[config.mk]
export PLATFORM = sky130hd
export DESIGN_NAME = down_counter_bank
export DESIGN_NICKNAME = d
export VERILOG_FILES = /design/src/rtl/dcb_pkg.sv /design/src/rtl/dcb_channel.sv /design/src/rtl/down_counter_bank.sv
export SDC_FILE = /design/constraint.sdc
export NUM_CORES = 1
export LEC_CHECK = 0
export ABC_CLOCK_PERIOD_IN_PS = 1600
export CAP_MARGIN = 20
export CORE_MARGIN = 2
export CORE_UTILIZATION = 48
export DETAILED_ROUTE_END_ITERATION = 8
export PLACE_DENSITY = 0.75
export SLEW_MARGIN = 10
export SYNTH_ARGS = -nofsm -noshare
export SYNTH_HDL_FRONTEND = slang
export SYNTH_SLANG_ARGS = --single-unit
[constraint.sdc]
create_clock -name clk -period 1.6 [get_ports clk]
set_clock_uncertainty 0.15 [all_clocks]
set_input_delay 0.32 -clock clk [delete_from_list [all_inputs] [get_ports clk]]
set_output_delay 0.32 -clock clk [all_outputs]
set_load 0.1 [all_outputs]
[src/rtl/dcb_pkg.sv]
// ============================================================================
//  Module      : dcb_pkg
//  Description : Shared definitions for the down-counter bank: channel-index
//                width computation, reset constants and parameter-range check.
//  Revision    : 1.0 - initial release
// ============================================================================
`default_nettype none

package dcb_pkg;

    // Reset values of the registered output flags.
    localparam logic C_RST_BOUT = 1'b0;
    localparam logic C_RST_V    = 1'b0;
    localparam logic C_RST_Z    = 1'b1;

    // Ceiling log2, evaluated at elaboration time. Returns at least 1 so a
    // channel-select port always has a legal width.
    function automatic int dcb_clog2(input int n);
        int r;
        r = 1;
        for (int i = 1; i < 31; i++) begin
            if ((1 << i) < n) begin
                r = i + 1;
            end
        end
        return r;
    endfunction

    // STEP must be a non-zero value representable in B_W bits.
    function automatic bit dcb_step_ok(input int bw, input int step);
        return (step >= 1) && (step <= ((1 << bw) - 1));
    endfunction

endpackage : dcb_pkg

`default_nettype wire

[src/rtl/dcb_channel.sv]
// ============================================================================
//  Module      : dcb_channel
//  Description : One loadable down-counter with registered borrow and
//                signed-overflow pulses. Priority load > decrement > hold.
//                Build option DCB_SATURATE_EN: a borrowing decrement clamps
//                the count at 0 and suppresses the overflow pulse.
//  Ports       : clk, rst        clock / synchronous active-high reset
//                load_i          load load_val_i this cycle
//                load_val_i      value to load
//                dec_i           decrement by STEP this cycle
//                cnt_o           current count
//                borrow_o        1-cycle borrow pulse
//                ovf_o           1-cycle signed-overflow pulse
//  Revision    : 1.0 - initial release
// ============================================================================
`default_nettype none

module dcb_channel
    import dcb_pkg::*;
#(
    parameter int B_W  = 4,
    parameter int STEP = 1
) (
    input  logic           clk,
    input  logic           rst,
    input  logic           load_i,
    input  logic [B_W-1:0] load_val_i,
    input  logic           dec_i,
    output logic [B_W-1:0] cnt_o,
    output logic           borrow_o,
    output logic           ovf_o
);

    localparam logic [B_W:0] C_STEP_EXT = (B_W + 1)'(STEP);

    logic [B_W-1:0] cnt_q, cnt_d;
    logic           borrow_q, borrow_d;
    logic           ovf_q, ovf_d;

    logic [B_W:0]   w_diff;
    logic           w_borrow;
    logic           w_ovf;

    // One extra bit on the subtraction: its MSB is the unsigned borrow.
    assign w_diff   = {1'b0, cnt_q} - C_STEP_EXT;
    assign w_borrow = w_diff[B_W];
    // Signed overflow of a - b: operands differ in sign and the result sign
    // differs from the minuend.
    assign w_ovf    = (cnt_q[B_W-1] ^ C_STEP_EXT[B_W-1]) &
                      (cnt_q[B_W-1] ^ w_diff[B_W-1]);

    always_comb begin
        cnt_d    = cnt_q;
        borrow_d = 1'b0;
        ovf_d    = 1'b0;
        if (load_i) begin
            cnt_d = load_val_i;
        end else if (dec_i) begin
`ifdef DCB_SATURATE_EN
            if (w_borrow) begin
                cnt_d    = '0;
                borrow_d = 1'b1;
            end else begin
                cnt_d = w_diff[B_W-1:0];
                ovf_d = w_ovf;
            end
`else
            cnt_d    = w_diff[B_W-1:0];
            borrow_d = w_borrow;
            ovf_d    = w_ovf;
`endif
        end
    end

    always_ff @(posedge clk) begin
        if (rst) begin
            cnt_q    <= '0;
            borrow_q <= 1'b0;
            ovf_q    <= 1'b0;
        end else begin
            cnt_q    <= cnt_d;
            borrow_q <= borrow_d;
            ovf_q    <= ovf_d;
        end
    end

    assign cnt_o    = cnt_q;
    assign borrow_o = borrow_q;
    assign ovf_o    = ovf_q;

endmodule : dcb_channel

`default_nettype wire

[src/rtl/down_counter_bank.sv]
// ============================================================================
//  Module      : down_counter_bank
//  Description : Bank of N_CH loadable down-counters, each decremented by STEP
//                per enable, with one registered read port selected by rd_sel.
//                Build option DCB_SATURATE_EN: saturate at 0 instead of wrap.
//  Ports       : clk, rst   clock / synchronous active-high reset
//                load_en    load load_val into channel load_ch
//                load_ch    channel to load (ignored if >= N_CH)
//                load_val   load value
//                dec_en     per-channel decrement enables
//                rd_sel     channel routed to outputs (>= N_CH reads ch 0)
//                Y          registered count of selected channel
//                Bout       registered borrow pulse of selected channel
//                V          registered signed-overflow pulse
//                Z          registered zero flag of selected channel
//  Revision    : 1.0 - initial release
// ============================================================================
`default_nettype none

module down_counter_bank
    import dcb_pkg::*;
#(
    parameter  int B_W  = 4,
    parameter  int N_CH = 2,
    parameter  int STEP = 1,
    localparam int CHW  = dcb_clog2(N_CH)
) (
    input  logic            clk,
    input  logic            rst,
    input  logic            load_en,
    input  logic [CHW-1:0]  load_ch,
    input  logic [B_W-1:0]  load_val,
    input  logic [N_CH-1:0] dec_en,
    input  logic [CHW-1:0]  rd_sel,
    output logic [B_W-1:0]  Y,
    output logic            Bout,
    output logic            V,
    output logic            Z
);

    generate
        if (!dcb_step_ok(B_W, STEP) || (B_W < 2) || (N_CH < 2)) begin : g_bad_param
            $error("down_counter_bank: illegal B_W/N_CH/STEP combination");
        end
    endgenerate

    logic [B_W-1:0]  w_cnt [N_CH];
    logic [N_CH-1:0] w_borrow;
    logic [N_CH-1:0] w_ovf;
    logic [CHW-1:0]  w_sel;

    logic [B_W-1:0]  y_q;
    logic            bout_q;
    logic            v_q;
    logic            z_q;

    // An out-of-range load_ch matches no channel, so the load is dropped.
    generate
        for (genvar i = 0; i < N_CH; i++) begin : g_ch
            dcb_channel #(
                .B_W  (B_W),
                .STEP (STEP)
            ) u_ch (
                .clk        (clk),
                .rst        (rst),
                .load_i     (load_en && (load_ch == CHW'(i))),
                .load_val_i (load_val),
                .dec_i      (dec_en[i]),
                .cnt_o      (w_cnt[i]),
                .borrow_o   (w_borrow[i]),
                .ovf_o      (w_ovf[i])
            );
        end
    endgenerate

    assign w_sel = (int'(rd_sel) < N_CH) ? rd_sel : '0;

    always_ff @(posedge clk) begin
        if (rst) begin
            y_q    <= '0;
            bout_q <= C_RST_BOUT;
            v_q    <= C_RST_V;
            z_q    <= C_RST_Z;
        end else begin
            y_q    <= w_cnt[w_sel];
            bout_q <= w_borrow[w_sel];
            v_q    <= w_ovf[w_sel];
            z_q    <= (w_cnt[w_sel] == '0);
        end
    end

    assign Y    = y_q;
    assign Bout = bout_q;
    assign V    = v_q;
    assign Z    = z_q;

endmodule : down_counter_bank

`default_nettype wire

== Yosys cells after proc, flatten, opt, wreduce, memory -nomap -nowiden ==
Cells that the tools add are included.

* Register bits: 19
* Output and inout bits: 7
* Word-level logic and storage cells: 40
* Input bits: 11

* $lt $le $gt $ge: 2
* Bitwise operators: 8
* $add $sub $neg: 2
* Mux-type cells: 11
* Reduce and logical (&&, ||, !) cells: 7

{| class="wikitable"
|+ Operators with widths
! cell !! number
|-
| $mux 4 || 7
|-
| $sub 4x1->5 const B || 2
|-
| $reduce_or 3->1 || 2
|-
| $logic_not 4->1 || 1
|-
| $mux 1 || 4
|-
| $reduce_bool 2->1 || 2
|-
| $not 1->1 || 3
|-
| $and 1x1->1 || 2
|-
| $ge 2x2->1 const B || 1
|-
| $logic_and 1x1->1 || 2
|-
| $lt 1x2->1 const B || 1
|-
| $not 1->2 || 1
|-
| $xor 1x1->1 || 2
|}

== Depth between registers and ports, before layout ==
Gate-level depths: netlist of run 1.

* Depth in word-level cells: 5
* Mapped depth: 5
* Gate-level depth less buffers: 5

== By module ==
From an unflattened synthesis of run 1, not the netlist that was laid out.

* Cell total of the unflattened synthesis: 91
* Area total of the unflattened synthesis: 933.4 um^2

{| class="wikitable"
|+ Modules (own cells, without submodules)
! module !! cells each !! area an instance (um^2) !! seq. area each (um^2) !! instances
|-
| dcb_channel || 32 || 329.1 || 120.1 || 2
|-
| down_counter_bank || 27 || 275.3 || 140.1 || 1
|}

== Worst setup path after synthesis of run 1 ==
No wires, ideal clock.

* Kind: reg2out
* Start point: reg bout_q (netlist: Bout)
* End point: out Bout
* Setup slack: 0.221 ns
* Data arrival time: 0.909 ns
* Buffers on the path: 0
* Cell stages (with the launch flop): 1
* Data required time: 1.130 ns
* Path through: dfxtp_1

{| class="wikitable"
|+ RTL lines
! what !! RTL line !! RTL
|-
| start: declaration || down_counter_bank.sv:53 || <nowiki>logic bout_q;</nowiki>
|-
| start signal: assignment || down_counter_bank.sv:86 || <nowiki>bout_q <= w_borrow[w_sel];</nowiki>
|-
| end: declaration || down_counter_bank.sv:36 || <nowiki>output logic Bout,</nowiki>
|}

No word-level cell between the ends.

== Worst setup path after layout of run 1 ==
* Start point: reg g_ch[0].u_ch.cnt_q[0]
* End point: reg g_ch[0].u_ch.cnt_q[3]

* Longest elaborated chain between the ends: 3

{| class="wikitable"
|+ Ends and longest elaborated chain
! what !! RTL line !! RTL
|-
| start: declaration || dcb_channel.sv:36 || <nowiki>logic [B_W-1:0] cnt_q, cnt_d;</nowiki>
|-
| start signal: assignment || dcb_channel.sv:81 || <nowiki>cnt_q <= cnt_d;</nowiki>
|-
| $sub 4x1->5 || dcb_channel.sv:45 || <nowiki>assign w_diff = {1'b0, cnt_q} - C_STEP_EXT;</nowiki>
|-
| $mux 4 || dcb_channel.sv:58 || <nowiki>end else if (dec_i) begin</nowiki>
|-
| $mux 4 || dcb_channel.sv:56 || <nowiki>if (load_i) begin</nowiki>
|}

No other way between the ends. The select of a mux whose other input is x is not followed.
A chain may end at the register's enable or synchronous reset.

==> results of run 1 <==
## cell families after synthesis
| family | after synthesis | synth area share |
|---|---|---|
| fa+ha+maj | 4 | 0.05874 |
| xor+xnor | 4 | 0.04112 |
| flops | 19 | 0.4464 |
| buf+inv | 11 | 0.07194 |
| simple gates | 33 | 0.1997 |
| compound gates | 11 | 0.08809 |
| mux | 8 | 0.09398 |
## worst paths after layout
check / to / slack [ns] / cells past startpoint
worst min-delay path: Bout / 0.34 / 2
worst max register to register: g_ch[0].u_ch.cnt_o[3] / 0.17 / 4
worst max-delay path: g_ch[0].u_ch.cnt_o[3] / 0.17 / 4
worst min register to register: Bout / 0.34 / 2
## report_power, final
group          switching (W)  internal [W]
sequential         0.0000477      0.000513
combinational       0.000177      0.000144
clock               0.000149     0.0000934
## metrics by stage
step | power (W) | setup WS, ns | std cells | TNS [ns]
final | 0.001124 | 0.1731 | 128 | 0
after global routing | 0.001184 | 0.07406 | 128 | 0
after CTS | 0.001133 | 0.1854 | 128 | 0
after detailed placement | 0.0008919 | -0.08531 | 124 | -0.2560
after global placement | 0.0008823 | -0.03892 | 124 | -0.07596
after floorplan | 0.0007712 | 0.2210 | 90 | 0
## layer usage
metal  routed length (um)  track usage  vias up
li1                     -            -      348
met1                  763       0.2324      311
met2                  816       0.3194       15
met3                   53      0.03529        2
met4                   23      0.06857        0
met5                    0            0        -
## tightest hold or removal path, stage by stage, from the launching register on
cell and delay [ns]:
dfxtp_1 0.32, mux2i_1 0.06, nor2_1 0.08
## layout by cell type (no fill, tap or decap), drive strengths merged, types with 2 or more instances in the layout
cell           synthesis  layout
xor2                   2       2
ha                     4       4
nor2                  15      15
nand2                  8       8
nor4                   2       2
inv                    5       5
a21oi                  3       3
clkdlybuf4s50          0      10
a211oi                 6       6
nor3                   2       2
o211ai                 2       2
dfxtp                 19      19
clkbuf                 1       3
mux2i                  8       8
nand3b                 2       2
xnor2                  2       2
nand2b                 2       2
buf                    5      13
## state kept, by name, summed over array words and instances (netlist names)
| signal | flops |
|---|---|
| Z | 1 |
| V | 1 |
| Y | 4 |
| g_ch.u_ch.cnt_o | 8 |
| g_ch.u_ch.ovf_o | 2 |
| Bout | 1 |
| g_ch.u_ch.borrow_o | 2 |
## layout make-up
class                      count  share of cell area
inverter                       5             0.01641
sequential                    19              0.3326
clock buffer                   3             0.01969
clock inverter                 1            0.004376
tap                           17             0.01860
timing repair buffer          23              0.2495
multi-input combinational     60              0.3589
==> summary.txt, run 1 <==
Outcome
  – Outcome: complete, no violations

Route
  – Number of remaining DRC errors: 0
  – WL/cell: approximately 13 um
  – Post-Route WL: about 1.7 mm
  – DR iter-0 viols: 11
  – Via count: 676
  – Vias/cell: 5.281
  – Drt first pass iters: 4
  – Post-DRT Antenna Nets: 0

Clock network
  – CTS sink cnt: 19
  – CTS tree: built
  – CTS max path bufs: 2
  – Root buffer cell: clkbuf_4
  – Post-CTS setup buffer count: 0
  – Num CTS Buffers: 3
  – # hold bufs at CTS: 0
  – # resized after CTS: 0
  – Clk_lat worst skew: 0.30 ns
  – Clock slew at reported path FFs: 0.11 ns
  – H-tree levels: 1

Yosys
  – Synthesized instance count: 90
  – Commonest cells post-synth: dfxtp_1, nor2_1, mux2i_1
  – Main flop type after synthesis: dfxtp_1
  – Most frequent cell after synthesis: dfxtp_1
  – EDFF count, synth: 0
  – Ys async rst share: 0
  – Post-synthesis register bit count: 19
  – Synth area leaders: dfxtp_1, mux2i_1, nor2_1
  – Syn_nets: 105
  – Synth top area share: 0.4464
  – Synth area leader: dfxtp_1
  – Sequential-to-total area share from yosys stat: 0.4464
  – Mapped Area: approximately 850 um^2
  – Post-synthesis area per instance: ~9.5 um^2
  – Count of cell types in the netlist: 24
  – Yosys warns: 0

Job
  – Max-Cap Viols: 0

Setup path
  – CP arrival: 1.46 ns
  – Critical-path cell list: nor3_1 -> ha_1 -> mux2i_1 -> a211oi_1
  – Worst setup EP type: flip-flop
  – Crit Reg-Reg Startpoint: g_ch[0].u_ch.cnt_o[0]
  – Top cell family by delay on the critical path: flip-flops
  – Slowest CP cell: dfxtp_1
  – Max stage delay on crit path: approximately 0.36 ns
  – Critical setup path kind: flip-flop to flip-flop
  – Worst endpoint required time: approximately 1.6 ns
  – Worst Path Max Fanout: 4
  – Worst Setup SP: g_ch[0].u_ch.cnt_o[0]
  – CP Buf/Inv Count: 0
  – Startpoint Class: flip-flop

Placement
  – Final GP Congestion: 0.7944
  – Port-buffer cells: 17
  – Final HPWL DP: 1.265 mm
  – Post-DP Area: 0.001116 mm^2

Cells and area
  – Register area: 380.4 um^2
  – Multi-input logic area: 410.4 um^2
  – P&R area growth vs syn: 34.21%
  – Final core utilization: 0.6770
  – Fin nets: 127
  – Antenna cells: 0
  – Final instance area: ~0.0011 mm^2
  – Number of fill cells: about 130
  – Ratio of cells with drive above 1 in the final layout: 0.1982

Die
  – Initial Util: 0.5044
  – Core ar.: 0.001689 mm^2
  – Total die area: 0.002128 mm^2
  – Die H: 46.13 um
  – # IOs: 18
  – Die width: 46.13 um
  – Row count: 15

Timing
  – Finish-stage setup viols: 0
  – Final Max Tran Viols: 0
  – Rel. slew slack: 0.8000
  – Fin crit share: 0.8918
  – RSZ-0062 raised after global routing: no
  – Hold slack: 0.3403 ns
  – Max Freq: 0.7008 GHz
  – Minimum clock period: about 1.4 ns
  – Slew @ Worst Pin: 0.2977 ns
  – Hold Vio Cnt, Final: 0

Pwr
  – Static Leak: 0.4802 nW
  – Power density over cell area: 983.0 mW/mm^2
  – Peak supply drop: 632.5 uV

Min path
  – Min-delay src: g_ch[0].u_ch.borrow_o
  – Tightest Hold Check Type: flip-flop to flip-flop

Global routing
  – Initial antenna violation count: 0
  – First-pass GRT wire length: 2.808 mm
  – Total grt overflow: 0
  – Largest net degree at the start of global routing: 12
  – Total track usage: 0.1874
  – Vias in the first global route: 632
No activity file was read; power rests on OpenSTA's default activity.
==> inputs of run 2 (changes only) <==
- GPL_TIMING_DRIVEN: not set -> 0
==> run 2 against run 1 <==
Utilization is 8.8 points lower. Highest routed layer unchanged. Wire length is 9.7% lower. Final area is 13% lower. Final cell count is 3.1% lower. Critical path type is now flip-flop to output pin.
==> summary.txt, run 2 (same netlist as run 1, synthesis figures left out) <==
Cells and area
  – Antenna cells: 0
  – Non-filler cells, final: 124
  – Number of fill cells: 163
  – Fin nets: approximately 120
  – Register area: 380.4 um^2
  – Commonest non-fill, non-tap cell in the layout: dfxtp_1
  – Commonest non-fill, non-tap cells in the layout: dfxtp_1, nor2_1, mux2i_1, buf_2
  – Multi-input logic area: 410.4 um^2
  – Final core utilization: 0.5889
  – Ratio of cells with drive above 1 in the final layout: 0.1869
  – P&R area growth vs syn: 16.74%
  – Max reg flops: 8

Timing
  – Slew @ Worst Pin: 0.4894 ns
  – RSZ-0062 raised after global routing: no
  – Minimum clock period: 1.492 ns
  – Hold slack: 0.09986 ns
  – Setup TNS: 0 ns
  – Finish-stage setup viols: 0
  – Hold Vio Cnt, Final: 0
  – Max Freq: 0.6702 GHz
  – Rel. slew slack: 0.6760
  – Fin crit share: 0.9326
  – Final Max Tran Viols: 0

Global routing
  – Initial antenna violation count: 0
  – Layer with the highest usage: met2
  – Met1 usage: 0.2209
  – Total track usage: 0.1738
  – First-pass GRT wire length: 2.566 mm
  – Met3 Use GR: 0.03529
  – Largest net degree at the start of global routing: 11
  – Total grt overflow: 0
  – Met2 usage: 0.2750
  – Vias in the first global route: 584

Route
  – Post-DRT Antenna Nets: 0
  – WL/cell: 12.06 um
  – Number of remaining DRC errors: 0
  – Post-Route WL: 1.495 mm
  – DR iter-0 viols: 14
  – Vias/cell: around 5.3
  – Via count: around 660
  – Drt first pass iters: 5

Setup path
  – Critical setup path kind: flip-flop to output pin
  – CP arrival: 1.02 ns
  – Slowest CP cell: buf_2
  – Max stage delay on crit path: approximately 0.42 ns
  – Path depth of the worst reg2reg path: 4
  – Worst endpoint required time: between 1 and 1.5 ns
  – Top cell family by delay on the critical path: buffers and inverters
  – Worst r2r dst: g_ch[0].u_ch.cnt_o[3]
  – CP Buf/Inv Count: 1
  – Crit Reg-Reg Startpoint: g_ch[0].u_ch.cnt_o[0]
  – R2r setup slk: between 0.15 and 0.2 ns
  – Startpoint Class: flip-flop
  – Worst setup EP type: output pin
  – Worst Path Max Fanout: 1
  – Critical-path cell list: buf_2

Placement
  – Final HPWL DP: 1.061 mm
  – Post-Place Cells: 120
  – Final GP Congestion: approximately 0.81
  – Port-buffer cells: 13

Pwr
  – Pwr Total: 0.001054 W
  – Static Leak: 0.4340 nW
  – Power density over cell area: 1060 mW/mm^2
  – Peak supply drop: 594.8 uV

Outcome
  – Outcome: complete, no violations

Job
  – Max-Cap Viols: 0

Clock network
  – CTS tree: built
  – Num CTS Buffers: 3
  – CTS max path bufs: 2
  – Root buffer cell: clkbuf_4
  – CTS sink cnt: 19
  – H-tree levels: 1
  – Post-CTS setup buffer count: 0
  – # hold bufs at CTS: 0
  – Clock slew at reported path FFs: 0.10 ns
  – Clk_lat worst skew: 0.29 ns

Min path
  – Hold Path Stages: 2
  – Min-delay src: rst
  – Tightest Hold Check Type: input pin to flip-flop
  – Hold Path End: g_ch[1].u_ch.cnt_o[0]

Die
  – Core ar.: 0.001689 mm^2
  – Row count: 15
  – Total die area: between 0.002 and 0.0025 mm^2
  – # IOs: 18
  – Die width: ~46 um
  – Initial Util: 0.5044
  – Die H: between 40 and 50 um
## run 2: changes by cell type in the layout (fill, tap and decap cells not counted), sizes merged
cell	delta
buf	-1
clkinv	-1
clkdlybuf4s50	-4
clkbuf	+2
## run 2: layout make-up
type,count,area share
multi-input combinational,60,0.4126
sequential,19,0.3824
timing repair buffer,13,0.09560
buffer,6,0.04277
clock buffer,4,0.02642
tap,17,0.02138
inverter,5,0.01887
## run 2: repair_timing
| action | in CTS | in global routing |
|---|---|---|
| setup endpoints to repair | 7 | 0 |
| endpoints found under the hold margin | 0 | 0 |
| resized for setup | 35 | 0 |
## run 2: worst max-delay path by stage
stage / startpoint / end / slack [ns] / cells past startpoint
finish: Y[0] / Y[0] / 0.11 / 1
global route: Y[2] / Y[2] / 0.06 / 1
CTS: Y[0] / Y[0] / 0.09 / 1
detailed placement: Y[0] / Y[0] / -0.29 / 1
global placement: V / V / -0.28 / 1
floorplan: Bout / Bout / 0.22 / 0
## run 2: through the flow
stage          setup slack, ns  area, um^2
6_report                0.1078       994.7
5_1_grt                0.06271       994.7
4_1_cts                0.09005       994.7
3_5_place_dp           -0.2941        1003
3_3_place_gp           -0.2810        1003
2_1_floorplan           0.2210       852.1
## run 2: per-layer routing
metal | wire (um) | vias to the layer above
met5 | 0 | -
met4 | 14 | 0
met3 | 73 | 2
met2 | 725 | 22
met1 | 681 | 287
li1 | - | 345
## run 2: power breakdown
group          switching (W)  leakage, nW  internal [W]
clock network       0.000136       0.0150     0.0000968
registers          0.0000366        0.156      0.000512
logic               0.000176        0.263     0.0000967
total               0.000348        0.434      0.000706
## run 2: worst register-to-register path: cells and delay by family, from the launching register on
kind                       cells  cell delay (ns)
AOI/OAI and AO/OA              1             0.08
adders and majority gates      1             0.29
DFF                            1             0.36
muxes                          1             0.14
and+or+nand+nor                1             0.28
==> inputs of run 3 (changes only) <==
- CORE_UTILIZATION: 48 -> 43
- CTS_BUF_LIST: not set -> sky130_fd_sc_hd__clkbuf_4
- PLACE_DENSITY: 0.75 -> 0.68
==> run 3 against run 2 <==
Final area is 1.6% higher. Wire length did not move. Sequential share of layout area down 0.62 points. Final cell count increased by 8.1%. Register-to-register slack improved by 0.03 ns. Setup slack got worse by 0.015 ns. Sequential power hardly changed. Total power rose by 2.7%. Combinational power about the same. Maximum frequency down 0.99%. Critical path depth did not move. Clock-buffer cell count unchanged. Critical path type unchanged.
==> summary.txt, run 3 (same netlist as run 1, synthesis figures left out) <==
Min path
  – Tightest Hold Check Type: input pin to flip-flop
  – Hold Path Stages: 2

Die
  – Die H: 48.52 um
  – Die width: 48.52 um
  – Initial Util: 0.4434
  – Row count: 16
  – Total die area: 0.002354 mm^2
  – # IOs: 18
  – Core ar.: ~0.0019 mm^2

Clock network
  – Num CTS Buffers: 3
  – CTS tree: built
  – CTS max path bufs: 2
  – CTS sink cnt: 19
  – H-tree levels: 1
  – Clock slew at reported path FFs: 0.11 ns
  – Clk_lat worst skew: ~0.29 ns
  – Post-CTS setup buffer count: 0
  – Root buffer cell: clkbuf_4

Job
  – Max-Cap Viols: 0

Setup path
  – CP arrival: 1.04 ns
  – Worst endpoint required time: about 1.1 ns
  – Critical Path Stages: 1
  – CP Buf/Inv Count: 1
  – Worst Path Max Fanout: 1
  – Path depth of the worst reg2reg path: 4
  – Critical-path cell list: buf_2
  – Top cell family by delay on the critical path: buffers and inverters
  – Startpoint Class: flip-flop
  – Slowest CP cell: buf_2
  – R2r setup slk: 0.21 ns
  – Critical setup path kind: flip-flop to output pin
  – Worst setup EP type: output pin
  – Max stage delay on crit path: 0.42 ns

Global routing
  – Total grt overflow: 0
  – Total track usage: 0.1396
  – Vias in the first global route: 602
  – Layer with the highest usage: met2
  – First-pass GRT wire length: approximately 2.6 mm
  – Met2 usage: 0.2222
  – Met1 usage: 0.1918
  – Initial antenna violation count: 0
  – Largest net degree at the start of global routing: 11
  – Met3 Use GR: 0.02778

Cells and area
  – Ratio of cells with drive above 1 in the final layout: 0.1963
  – Final instance area: 0.001011 mm^2
  – Fin nets: 123
  – Max reg flops: 8
  – Commonest non-fill, non-tap cells in the layout: dfxtp_1, nor2_1, mux2i_1, buf_2
  – Commonest non-fill, non-tap cell in the layout: dfxtp_1
  – Antenna cells: 0
  – P&R area growth vs syn: 18.65%

Placement
  – Port-buffer cells: 13
  – Pre-CTS setup slack: -0.2923 ns
  – Final GP Congestion: between 0.7 and 0.8
  – Final HPWL DP: 1.121 mm
  – Post-DP Area: ~0.0010 mm^2

Timing
  – Finish-stage setup viols: 0
  – Slew @ Worst Pin: 0.4892 ns
  – Hold Vio Cnt, Final: 0
  – Minimum clock period: about 1.5 ns
  – Final Max Tran Viols: 0
  – Setup TNS: 0 ns
  – Max Freq: ~0.66 GHz
  – Hold slack: ~0.10 ns
  – Final worst slack: 0.09282 ns
  – Rel. slew slack: 0.6761
  – Fin crit share: 0.9420
  – RSZ-0062 raised after global routing: no

Route
  – Post-Route WL: 1.495 mm
  – Post-DRT Antenna Nets: 0
  – Number of remaining DRC errors: 0
  – Via count: 674
  – Vias/cell: 5.030
  – WL/cell: 11.16 um
  – DR iter-0 viols: 10
  – Drt first pass iters: 4

Pwr
  – Power density over cell area: 1070 mW/mm^2
  – Static Leak: 0.4374 nW
  – Pwr Total: 0.001082 W
  – Peak supply drop: 432.5 uV

Outcome
  – Outcome: complete, no violations
-- run 3: cell counts in the layout (fill, tap and decap cells not counted) --
No cell type changed its count.
-- run 3: metrics by stage --
| stage | util | std cells |
|---|---|---|
| after floorplan | - | 90 |
| after global placement | 0.5286 | 130 |
| after detailed placement | 0.5286 | 130 |
| after CTS | 0.5260 | 134 |
| after global routing | 0.5260 | 134 |
| final | 0.5260 | 134 |
-- run 3: cell type report --
class	instances	area [um^2]
repair buffers	13	95.09
inverters	5	18.77
flip-flops and latches	19	380.4
fillers	192	910.9
multi-input cells	60	410.4
plain buffers	6	42.54
clock buffers	4	30.03
well taps	27	33.78
-- run 3: worst reg2reg max path, delay by kind of cell, from the launching register on --
kind	cells	cell delay (ns)
adder cells (fa/ha/maj)	1	0.27
AO/OA/AOI/OAI	1	0.09
AND/OR/NAND/NOR	1	0.26
multiplexers	1	0.13
flip-flops	1	0.37
-- run 3: what timing repair did --
item,in CTS,in global routing
endpoints found under the setup margin,7,0
hold buffers,0,0
resized for setup,35,0
-- run 3: worst paths after layout --
| check | start | to |
|---|---|---|
| worst max register to register | g_ch[0].u_ch.cnt_o[0] | g_ch[0].u_ch.cnt_o[3] |
| worst min-delay path | rst | g_ch[0].u_ch.cnt_o[0] |
| worst min register to register | g_ch[0].u_ch.borrow_o | Bout |
| worst max-delay path | Y[2] | Y[2] |
-- run 3: layer usage --
metal	vias up	part of all wire
li1	344	-
met1	305	0.49
met2	25	0.46
met3	0	0.052
met4	0	0
met5	-	0
-- run 3: power by group --
group | total [W] | internal, W | switching (W)
Sequential | 0.000550 | 0.000512 | 0.0000373
Combinational | 0.000272 | 0.0000968 | 0.000175
Clock | 0.000261 | 0.000114 | 0.000147
Total | 0.00108 | 0.000723 | 0.000359
